--- config.mk ---
export PLATFORM = sky130hd
export DESIGN_NAME = fp_result_buffer
export DESIGN_NICKNAME = d
export VERILOG_FILES = /design/src/rtl/fp_result_buffer_pkg.sv /design/src/rtl/fp_result_buffer_fifo_mem_2p.sv /design/src/rtl/fp_result_buffer.sv
export SDC_FILE = /design/constraint.sdc
export NUM_CORES = 1
export LEC_CHECK = 0
export ABC_AREA = 1
export CORE_AREA = 2 2 119 207
export DETAILED_ROUTE_END_ITERATION = 7
export DIE_AREA = 0 0 121 209
export PLACE_DENSITY_LB_ADDON = 0.05
export SLEW_MARGIN = 25
export SYNTH_ARGS = -nofsm -noshare
export SYNTH_HDL_FRONTEND = slang
export SYNTH_SLANG_ARGS = --single-unit
--- constraint.sdc ---
create_clock -name clk -period 2.6 [get_ports clk]
set_input_delay 0.26 -clock clk [delete_from_list [all_inputs] [get_ports clk]]
set_output_delay 0.26 -clock clk [all_outputs]
set_load 0.02 [all_outputs]
--- src/rtl/fp_result_buffer_pkg.sv ---
// Shared FP32 field layout, result flag indices and the buffer entry format,
// common to the adder and its result buffer.
package fp_result_buffer_pkg;

  localparam int EXP_MSB = 30;
  localparam int EXP_LSB = 23;
  localparam int FRAC_W  = 23;
  localparam logic [7:0] EXP_ALL1 = 8'hFF;

  localparam int F_ZERO = 0;
  localparam int F_INF  = 1;
  localparam int F_NAN  = 2;
  localparam int F_OVF  = 3;

  localparam int FLAG_W  = 4;
  localparam int DATA_W  = 32;
  localparam int ENTRY_W = FLAG_W + DATA_W;

  typedef struct packed {
    logic [FLAG_W-1:0] flags;
    logic [DATA_W-1:0] data;
  } entry_t;

  function automatic logic [FLAG_W-1:0] classify(input logic [DATA_W-1:0] d, input logic ovf);
    logic [7:0] e;
    logic       frac_nz;
    e       = d[EXP_MSB:EXP_LSB];
    frac_nz = |d[FRAC_W-1:0];
    classify         = '0;
    classify[F_ZERO] = (e == 8'h00) && !frac_nz;
    classify[F_INF]  = (e == EXP_ALL1) && !frac_nz;
    classify[F_NAN]  = (e == EXP_ALL1) && frac_nz;
    classify[F_OVF]  = ovf;
  endfunction

endpackage

--- src/rtl/fp_result_buffer_fifo_mem_2p.sv ---
// DEPTH x W register array: one synchronous write port, asynchronous read.
// Storage is deliberately not reset.
module fifo_mem_2p
  import fp_result_buffer_pkg::*;
#(
  parameter int DEPTH = 8,
  parameter int W     = ENTRY_W,
  localparam int AW   = $clog2(DEPTH)
) (
  input  logic          clk,
  input  logic          we,
  input  logic [AW-1:0] wa,
  input  logic [W-1:0]  wd,
  input  logic [AW-1:0] ra,
  output logic [W-1:0]  rd
);

  logic [W-1:0] mem [DEPTH];

  always_ff @(posedge clk) begin
    if (we) mem[wa] <= wd;
  end

  assign rd = mem[ra];

endmodule

--- src/rtl/fp_result_buffer.sv ---
// Result buffer behind the FP32 adder: classifies and queues every result,
// presents it FWFT over ready/valid, and issues credits upstream.
module fp_result_buffer
  import fp_result_buffer_pkg::*;
#(
  parameter int DEPTH        = 8,
  parameter int MAX_INFLIGHT = 2,
  localparam int AW          = $clog2(DEPTH)
) (
  input  logic          clk,
  input  logic          rst,
  input  logic          issue,
  output logic          can_issue,
  input  logic [31:0]   in_res,
  input  logic          in_vld,
  input  logic          in_ovf,
  output logic [31:0]   out_data,
  output logic [3:0]    out_flags,
  output logic          out_vld,
  input  logic          out_rdy,
  output logic [AW:0]   count,
  output logic          sticky_ovf,
  output logic          sticky_nan,
  output logic          drop_err,
  input  logic          clr_sticky
);

  // inflight is sized to hold DEPTH+MAX_INFLIGHT so protocol-violating
  // issues are still counted without wrapping.
  localparam int IW = $clog2(DEPTH + MAX_INFLIGHT + 2);
  localparam int SW = IW + 1;
  localparam logic [AW:0]   DEPTH_C = (AW+1)'(DEPTH);
  localparam logic [IW-1:0] MAXF    = IW'(MAX_INFLIGHT);
  localparam logic [SW-1:0] DEPTH_S = SW'(DEPTH);

  logic [AW-1:0] wr_ptr;
  logic [AW-1:0] rd_ptr;
  logic [IW-1:0] inflight;
  logic          full;
  logic          push;
  logic          pop;
  logic          drop;
  logic [SW-1:0] pending;
  entry_t        wr_entry;
  entry_t        rd_entry;

  always_comb begin
    out_vld  = (count != '0);
    full     = (count == DEPTH_C);
    pop      = out_vld && out_rdy;
    push     = in_vld && (!full || pop);
    drop     = in_vld && full && !pop;
    wr_entry = '{flags: classify(in_res, in_ovf), data: in_res};
  end

  fifo_mem_2p #(
    .DEPTH (DEPTH),
    .W     (ENTRY_W)
  ) u_mem (
    .clk (clk),
    .we  (push),
    .wa  (wr_ptr),
    .wd  (wr_entry),
    .ra  (rd_ptr),
    .rd  (rd_entry)
  );

  assign out_data  = rd_entry.data;
  assign out_flags = rd_entry.flags;

  always_ff @(posedge clk or posedge rst) begin
    if (rst) begin
      wr_ptr <= '0;
      rd_ptr <= '0;
      count  <= '0;
    end else begin
      if (push) wr_ptr <= wr_ptr + 1'b1;
      if (pop)  rd_ptr <= rd_ptr + 1'b1;
      case ({push, pop})
        2'b10:   count <= count + 1'b1;
        2'b01:   count <= count - 1'b1;
        default: count <= count;
      endcase
    end
  end

  // Saturating at zero absorbs results still in the adder across a reset.
  always_ff @(posedge clk or posedge rst) begin
    if (rst) begin
      inflight <= '0;
    end else if (issue && !in_vld) begin
      if (inflight != '1) inflight <= inflight + 1'b1;
    end else if (!issue && in_vld) begin
      if (inflight != '0) inflight <= inflight - 1'b1;
    end
  end

  always_comb begin
    pending   = SW'(count) + SW'(inflight);
    can_issue = (inflight < MAXF) && (pending < DEPTH_S);
  end

  always_ff @(posedge clk or posedge rst) begin
    if (rst) begin
      sticky_ovf <= 1'b0;
      sticky_nan <= 1'b0;
      drop_err   <= 1'b0;
    end else begin
      sticky_ovf <= (sticky_ovf && !clr_sticky) || (push && wr_entry.flags[F_OVF]);
      sticky_nan <= (sticky_nan && !clr_sticky) || (push && wr_entry.flags[F_NAN]);
      drop_err   <= (drop_err && !clr_sticky) || drop;
    end
  end

endmodule

## Word level (Yosys, flattened, before mapping)

Memories as Yosys holds them, arrays and structs flattened.
Cells that the tools add are included.
W data, S select, Z words.

| storage, ports and cells | value |
|---|---|
| logic and storage cells | 63 |
| memories | 1 |
| memory bits (writable) | 288 |
| bits of input ports | 39 |
| output and inout bits | 45 |
| register bits after elaboration | 17 |

Memories:

| name | words | width | rd ports | clocked after Yosys merged registers in | write ports | RTL line | source |
|---|---|---|---|---|---|---|---|
| u_mem.mem | 8 | 36 | 1 | 0 | 1 | fp_result_buffer_fifo_mem_2p.sv:18 | `logic [W-1:0] mem [DEPTH];` |

| operators by class | value |
|---|---|
| add/sub/neg operators | 7 |
| magnitude comparators | 2 |
| multiplexer cells | 7 |
| eq/ne operators | 6 |
| reduce and logical (&&, ||, !) cells | 33 |

Operator list:

| cell | number |
|---|---|
| $reduce_or A23 Y1 | 1 |
| $mux W4 | 4 |
| $logic_and A1 B1 Y1 | 15 |
| $add A4 B1 Y4 const B | 2 |
| $eq A8 B8 Y1 const B | 1 |
| $logic_not A8 Y1 | 1 |
| $pmux W4 S2 | 1 |
| $reduce_bool A4 Y1 | 2 |
| $sub A4 B1 Y4 const B | 2 |
| $add A3 B1 Y3 const B | 2 |
| $logic_not A1 Y1 | 6 |
| $reduce_bool A2 Y1 | 3 |
| $add A4 B4 Y5 | 1 |
| $lt A5 B4 Y1 const B | 1 |
| $eq A4 B4 Y1 const B | 1 |
| $logic_or A1 B1 Y1 | 4 |
| $lt A4 B2 Y1 const B | 1 |
| $ne A4 B4 Y1 const B | 1 |
| $reduce_and A3 Y1 | 1 |
| $eq A2 B1 Y1 const B | 1 |
| $eq A2 B2 Y1 const B | 1 |
| $mux W1 | 2 |
| $ne A2 B1 Y1 const B | 1 |

## Depth between registers and ports, before layout

Gate-level depths: netlist (run 1).

| depth | value |
|---|---|
| depth in word-level cells | 6 |
| mapped depth | 14 |
| mapped depth without buffers | 14 |

## By module

A second synthesis (run 1) with hierarchy kept.

| second synthesis, totals | value |
|---|---|
| cells, all modules | 1407 |
| area total of the unflattened synthesis | 13777.0 µm² |

Modules (own cells, without submodules):

| module | cells each | instances | seq. area each (µm²) | area each (µm²) |
|---|---|---|---|---|
| fifo_mem_2p | 1261 | 1 | 8648.3 | 12560.8 |
| fp_result_buffer | 146 | 1 | 425.4 | 1216.2 |

## Least setup slack after synthesis (run 1)

Ideal clock, no wire load.

| timing | value |
|---|---|
| path kind | register to register |
| start point | register count[0] |
| end point | memory u_mem.mem[0][0] in the netlist's numbering (enable) |
| setup time | 0.429 ns |
| required time | 2.171 ns |
| period minus slack after synthesis | 3.024 ns |
| path buffers | 0 |
| cell stages (with the launch flop) | 6 |
| path slack | -0.424 ns |
| arrival | 2.595 ns |
| cells stage by stage | dfrtp_1 nor2_2 nand3_1 nand2_1 or2_1 nor2_1 |

| on the way | value |
|---|---|
| cells in the longest elaborated chain, start to end | 6 |
| elaborated cells between the ends (all ways) | 8 |
| classes of those cells | eq/ne: 1; mux: 2; reduce/logical: 5 |

Ends and longest elaborated chain:

| what | RTL line | source |
|---|---|---|
| start: declaration | fp_result_buffer.sv:21 | `output logic [AW:0] count,` |
| start signal: assignment | fp_result_buffer.sv:80 | `2'b10: count <= count + 1'b1;` |
| start signal: assignment | fp_result_buffer.sv:81 | `2'b01: count <= count - 1'b1;` |
| start signal: assignment | fp_result_buffer.sv:82 | `default: count <= count;` |
| $eq A4 B4 Y1 / $reduce_bool A4 Y1 (equally long branches) | fp_result_buffer.sv:49, fp_result_buffer.sv:48 |  |
| $logic_not A1 Y1 / $logic_and A1 B1 Y1 (equally long branches) | fp_result_buffer.sv:51, fp_result_buffer.sv:50 |  |
| $logic_or A1 B1 Y1 (*) | fp_result_buffer.sv:51 | `push = in_vld && (!full \|\| pop);` |
| $logic_and A1 B1 Y1 (*) | fp_result_buffer.sv:51 |  |
| $mux W1 (*) | fp_result_buffer_fifo_mem_2p.sv:21 | `if (we) mem[wa] <= wd;` |
| $mux W1 (implied by the code) (*) | fp_result_buffer_fifo_mem_2p.sv:21 |  |
| end: declaration | fp_result_buffer_fifo_mem_2p.sv:18 |  |

Mark *: on every way between the ends. The rest lies on a longest branch, timed or not.

## Final worst setup path (run 1)

| timing | value |
|---|---|
| start point | register rd_ptr[0] |
| end point | output port out_data[21] |

| on the way | value |
|---|---|
| cells in the longest elaborated chain, start to end | 1 |

Ends and longest elaborated chain:

| what | RTL line | source |
|---|---|---|
| start: declaration | fp_result_buffer.sv:37 | `logic [AW-1:0] rd_ptr;` |
| start signal: assignment | fp_result_buffer.sv:78 | `if (pop) rd_ptr <= rd_ptr + 1'b1;` |
| $mem_v2 Z8 W36 | -- |  |
| end: declaration | fp_result_buffer.sv:17 | `output logic [31:0] out_data,` |

Every way passes these cells.

==> results.cfg, run 1 <==
[power]
switching_power_mw = 6.28
clkPwrFrac = 0.227
pwr-share-seq = 0.371
intPower_mw = 11.0
power_density_nw_per_um2 = 1160
swShare = 0.363
irDropWorstVdd_uv = 756
power_frac_comb = 0.402
power_leakage_nw = 5.15

[synth]
synth_fp_nets = 1024
seq_area_frac_synth = 0.739
syn_avg_cell_area_sq_um = 12.6
synth_cells = 975
synth.top_cell.area_share = 0.704
ys_ff_latch = 305
synth.area.top_cells = edfxtp_1 70%, nor2_1 8.6%, o21ai_0 5.2%
netlist_area_sq_um = 12300
ys_warn_count = 0
yosysTopAreaCell = edfxtp_1
synthDistinctLibCells = 36

[critical_path]
required_ns = 2.34
endpoint_kind = primary output
reg2reg_slack_ns = 0.53
crit_arrival_ns = 2.24
crit_fanout = 40
reg2regPathDepth = 7
r2r-start = count[2]
path_class = reg2out
reg2reg_to = u_mem.mem[5][5]
cp-start-kind = register

[timing]
setup_viol = 0
fin_tns_setup_ns = 0
max_slew_margin = 0.508
max_freq_ghz = 0.400
hold_viol_final = 0
rsz0062_at_grt = yes
drv_slew = 0
fin_skew_ns = 0.0113
worst_pin_slew_ns = 0.737
layout_min_cycle_time_ns = 2.50
post-route-period-util = 0.962

[clock_network]
cts_sinks = 305
clock_latency_ns = 0.54
ctsLongestPathBuffers = 3
h-tree-depth = 1
tritoncts = built
clk_pin_slew_worst_paths_ns = 0.07
root_buffer = clkbuf_16
numCtsBuffers = 26

[place]
gp_congestion = 0.758
numPortBuffers = 83
dpl-instance-area_sq_um = 14000
hpwl_um = 15900

[final_layout]
final_common_cell = edfxtp_1
num-fill-cells = 1919
multiInputGateArea_sq_um = 2880
regArea_sq_um = 9080
fin_nets = 1147
diodes = 0
drive_gt1_frac = 0.127
final_cell_mix = 288 x edfxtp_1, 271 x nor2_1, 127 x o21ai_0
area_delta_synth_final_pct = 21.1
design_area_sq_um = 14900

[floorplan]
initial_core_util = 0.517
io_pins = 84
row_count = 75
die_y_um = 209
die_area_sq_um = 25300
dieWidth_um = 121
core_area_sq_um = 23700

[global_routing]
grt-ovfl-total = 0
antenna_found_initial = 0
grt_pass1_vias = 8003
grt_util_all_layers = 0.227
grt_pass1_wl_um = 43700
grt_max_degree = 42

[detailed_routing]
finalWirelength_um = 28200
vias = 7923
wl_per_cell_um = 19.8
detail-route-antenna-nets = 0
vias_per_cell = 5.57
drc = 0
drtIter0Drc = 503
firstDrtPassIters = 7

[job]
maxCapViolations = 0

[min_path]
hold_class = in2async

[status]
status = complete, no violations
## cells by family (layout without fill, tap and decap cells)
family | Yosys count | after routing | synth area share
buffers and inverters | 75 | 214 | 0.0320
AOI/OAI and AO/OA | 229 | 229 | 0.101
xor gates and xnor gates | 8 | 8 | 0.00571
and+or+nand+nor | 348 | 348 | 0.111
adders and majority gates | 10 | 10 | 0.0108
DFF | 305 | 305 | 0.739
## cell usage after synthesis (all sizes together)
cell type,n
clkbuf,22
buf,31
nand3,10
nor3,3
o21ai,150
dfrtp,17
nand2,44
or2,1
ha,9
fa,1
xnor2,2
a21oi,3
edfxtp,288
a21boi,1
xor2,6
a31oi,36
o22ai,37
nor2,281
o21bai,1
inv,22
nand4,5
nor4,3
nand3b,1
a31o,1
## state kept, by name, indices dropped and copies added (netlist names)
| register | cells |
|---|---|
| rd_ptr | 3 |
| sticky_ovf | 1 |
| inflight | 4 |
| wr_ptr | 3 |
| sticky_nan | 1 |
| u_mem.mem | 288 |
| count | 4 |
| drop_err | 1 |
## through the flow
step	util	hold slack [ns]	std cells	total power, mW	worst slack (ns)
after floorplan	-	0.186	975	10.6	-0.424
after global placement	0.588	0.515	1372	13.5	0.195
after detailed placement	0.588	0.527	1372	13.6	0.197
after CTS	0.626	0.164	1419	17.4	-0.00579
after global routing	0.626	0.252	1422	18.3	-0.0335
final	0.626	0.147	1422	17.3	0.0977
## area by class of cell
cell class / count / share of cell area
clock inverter: 12 / 0.0104
tap: 308 / 0.0259
clock buffer: 32 / 0.0467
inverter: 22 / 0.00690
timing repair inverter: 1 / 0.000421
timing repair buffer: 147 / 0.105
multi-input combinational: 595 / 0.194
sequential: 305 / 0.611
## worst max-delay path by stage
stage,startpoint,to,cells past startpoint
6_report,rd_ptr[0],out_data[21],7
3_5_place_dp,rd_ptr[0],out_data[3],6
2_1_floorplan,count[0],u_mem.mem[0][0],5
3_3_place_gp,rd_ptr[0],out_data[3],6
4_1_cts,rd_ptr[0],out_data[18],7
5_1_grt,rd_ptr[0],out_data[23],6
## critical path: stages, from the launching register on
cell and delay, ns:
dfrtp_4 0.56, clkinv_8 0.14, buf_16 0.20, nor2_1 0.06, o22ai_1 0.20, nor2_2 0.08
a31oi_1 0.17, clkdlybuf4s15_2 0.28
## power by group through the flow
stage               logic, mW  clock network, mW  registers (mW)
global placement         7.04                  0            6.48
floorplan                4.16                  0            6.46
global route             7.66               4.16            6.48
detailed placement       7.07                  0            6.50
CTS                      7.00               3.99            6.43
finish                   6.95               3.93            6.42
## metal layers
metal	wire (um)	vias to the layer above	part of all wire	GRT usage
met1	11500	3923	0.41	0.286
met5	0	-	0	0
met2	14800	174	0.52	0.390
li1	-	3770	-	-
met3	1040	56	0.037	0.0265
met4	904	0	0.032	0.103
## what timing repair did
| item | in CTS | in global routing |
|---|---|---|
| buffers inserted | 0 | 2 |
| setup endpoints to repair | 37 | 31 |
| hold buffers | 0 | 0 |
| gates cloned | 3 | 1 |
| endpoints found under the hold margin | 0 | 0 |
| gates resized for setup | 77 | 41 |
No activity file was read; power rests on OpenSTA's default activity.
==> run 2, diff against run 1 <==
Settings changed: CTS_BUF_LIST from default to sky130_fd_sc_hd__clkbuf_4 sky130_fd_sc_hd__clkbuf_8 sky130_fd_sc_hd__clkbuf_16.
==> run 2 against run 1 <==
  * Largest cell class unchanged
  * Sequential power about the same
  * First-iteration DRC count up 22%
  * Clock skew down 0.0017 ns
  * Wire length up 0.73%
  * Critical path depth unchanged
  * Via count up 0.33%
==> results.cfg, run 2 (synthesis gave the netlist of run 1 again) <==
[timing]
fin_skew_ns = 0.00956
whs_ns = 0.147
max_slew_margin = 0.508
max_freq_ghz = 0.397
post-route-period-util = 0.968
hold_viol_final = 0
layout_min_cycle_time_ns = 2.52
drv_slew = 0
worst_pin_slew_ns = 0.738
setup_viol = 0
rsz0062_at_grt = yes

[final_layout]
final_cell_mix = 288 x edfxtp_1, 271 x nor2_1, 127 x o21ai_0
fin_nets = 1150
stdcell_count = 1425
top_register = u_mem.mem
area_delta_synth_final_pct = 21.2
drive_gt1_frac = 0.137
largest_reg_flops = 288
diodes = 0
final_common_cell = edfxtp_1
top_regs = u_mem.mem (288), count (4), inflight (4)

[detailed_routing]
detail-route-antenna-nets = 0
dr_wl_met3_um = 1070
wl_per_cell_um = 19.9
routed.top_layer = met4
wl_met1_um = 11600
drtIter0Drc = 614
finalWirelength_um = 28400
firstDrtPassIters = 5
vias = 7949
wl_met2_um = 14800
drc = 0
vias_per_cell = 5.58

[critical_path]
crit_buf_inv = 3
crit_arrival_ns = 2.26
path_class = reg2out
reg2regPathDepth = 7
required_ns = 2.34
cp_cell_sequence = clkinv_8, buf_12, o21ai_0, o22ai_1, nor2_1, a31oi_1, clkdlybuf4s15_2
cp-start-kind = register
r2r-start = count[2]
slowest_delay_ns = 0.59
endpoint_kind = primary output
crit_slowest_cell = dfrtp_4
endpoint = out_data[1]
reg2reg_slack_ns = 0.53
crit_fanout = 28
cp.depth = 7
reg2reg_to = u_mem.mem[5][9]
crit_family = flip-flops
crit_path_start = rd_ptr[0]

[power]
irDropWorstVdd_uv = 757
power_leakage_nw = 5.18
finalPower_mw = 17.4
power_density_nw_per_um2 = 1170

[floorplan]
die_area_sq_um = 25300
core_area_sq_um = 23700
die_y_um = 209
dieWidth_um = 121
row_count = 75
io_pins = 84
initial_core_util = 0.517

[job]
maxCapViolations = 0

[global_routing]
antenna_found_initial = 0
grt-ovfl-total = 0
grt_pass1_vias = 7976
grt_max_degree = 42
grt_util_all_layers = 0.227
grt_pass1_wl_um = 43700

[place]
numPortBuffers = 83
dp.cells = 1372
gp_congestion = 0.758
hpwl_um = 15900

[clock_network]
ctsLongestPathBuffers = 3
cts_sinks = 305
numCtsBuffers = 26
root_buffer = clkbuf_16
clock_latency_ns = 0.54
tritoncts = built
hold_buffers = 0
h-tree-depth = 1
clk_pin_slew_worst_paths_ns = 0.07

[status]
status = complete, no violations

[min_path]
hold_class = in2async
==> run 2: final cells by class <==
class                      instances  area, sq um
timing repair inverter             1         6.26
multi-input combinational        595         2880
inverter                          22          103
tap                              308          385
clock inverter                    12          154
timing repair buffer             150         1570
fill                            1923         8860
sequential                       305         9080
clock buffer                      32          713
==> run 2: worst min-delay path by stage <==
stage	cells after the start	endpoint	from
final	2	rd_ptr[1]	rst
after global routing	2	count[0]	rst
after CTS	2	inflight[1]	rst
after detailed placement	2	wr_ptr[0]	wr_ptr[0]
after global placement	2	sticky_nan	sticky_nan
after floorplan	1	count[0]	rst
==> run 2: power by group <==
| part | total [mW] | internal, mW | switching, mW |
|---|---|---|---|
| sequential | 6.43 | 6.11 | 0.327 |
| combinational | 6.96 | 2.64 | 4.32 |
| clock | 3.98 | 2.33 | 1.65 |
==> run 2: through the flow <==
| step | worst slack (ns) | instance area [sq um] | util | TNS [ns] |
|---|---|---|---|---|
| after global routing | -0.00887 | 14900 | 0.627 | -0.00887 |
| after global placement | 0.195 | 14000 | 0.588 | 0 |
| after detailed placement | 0.197 | 14000 | 0.588 | 0 |
| after floorplan | -0.424 | 12300 | - | -61.07 |
| after CTS | -0.00608 | 14900 | 0.627 | -0.0118 |
| final | 0.0839 | 14900 | 0.627 | 0 |
==> run 2: worst register-to-register path, stage by stage, from the launching register on <==
cell and delay [ns]:
dfrtp_1 0.52, nor2_1 0.09, nand3_1 0.11, nand2_1 0.10, inv_2 0.13, nand2_1 0.25
nor2_4 0.31, buf_4 0.27
==> run 2: per-layer routing <==
metal,vias to the layer above,GRT usage
met5,-,0
met4,0,0.101
met3,58,0.0270
met2,176,0.390
met1,3939,0.286
li1,3776,-
==> run 2: timing repair <==
action                                  in CTS  in global routing
cloned                                       3                  1
gates resized for setup                     75                 57
endpoints found under the setup margin      37                 33
buffers inserted                             0                  5
==> run 3, diff against run 2 <==
Settings changed: ABC_CLOCK_PERIOD_IN_PS from default to 2600.
==> results of run 3 <==
The final DEF is identical to that of run 2; final timing and power are the same.
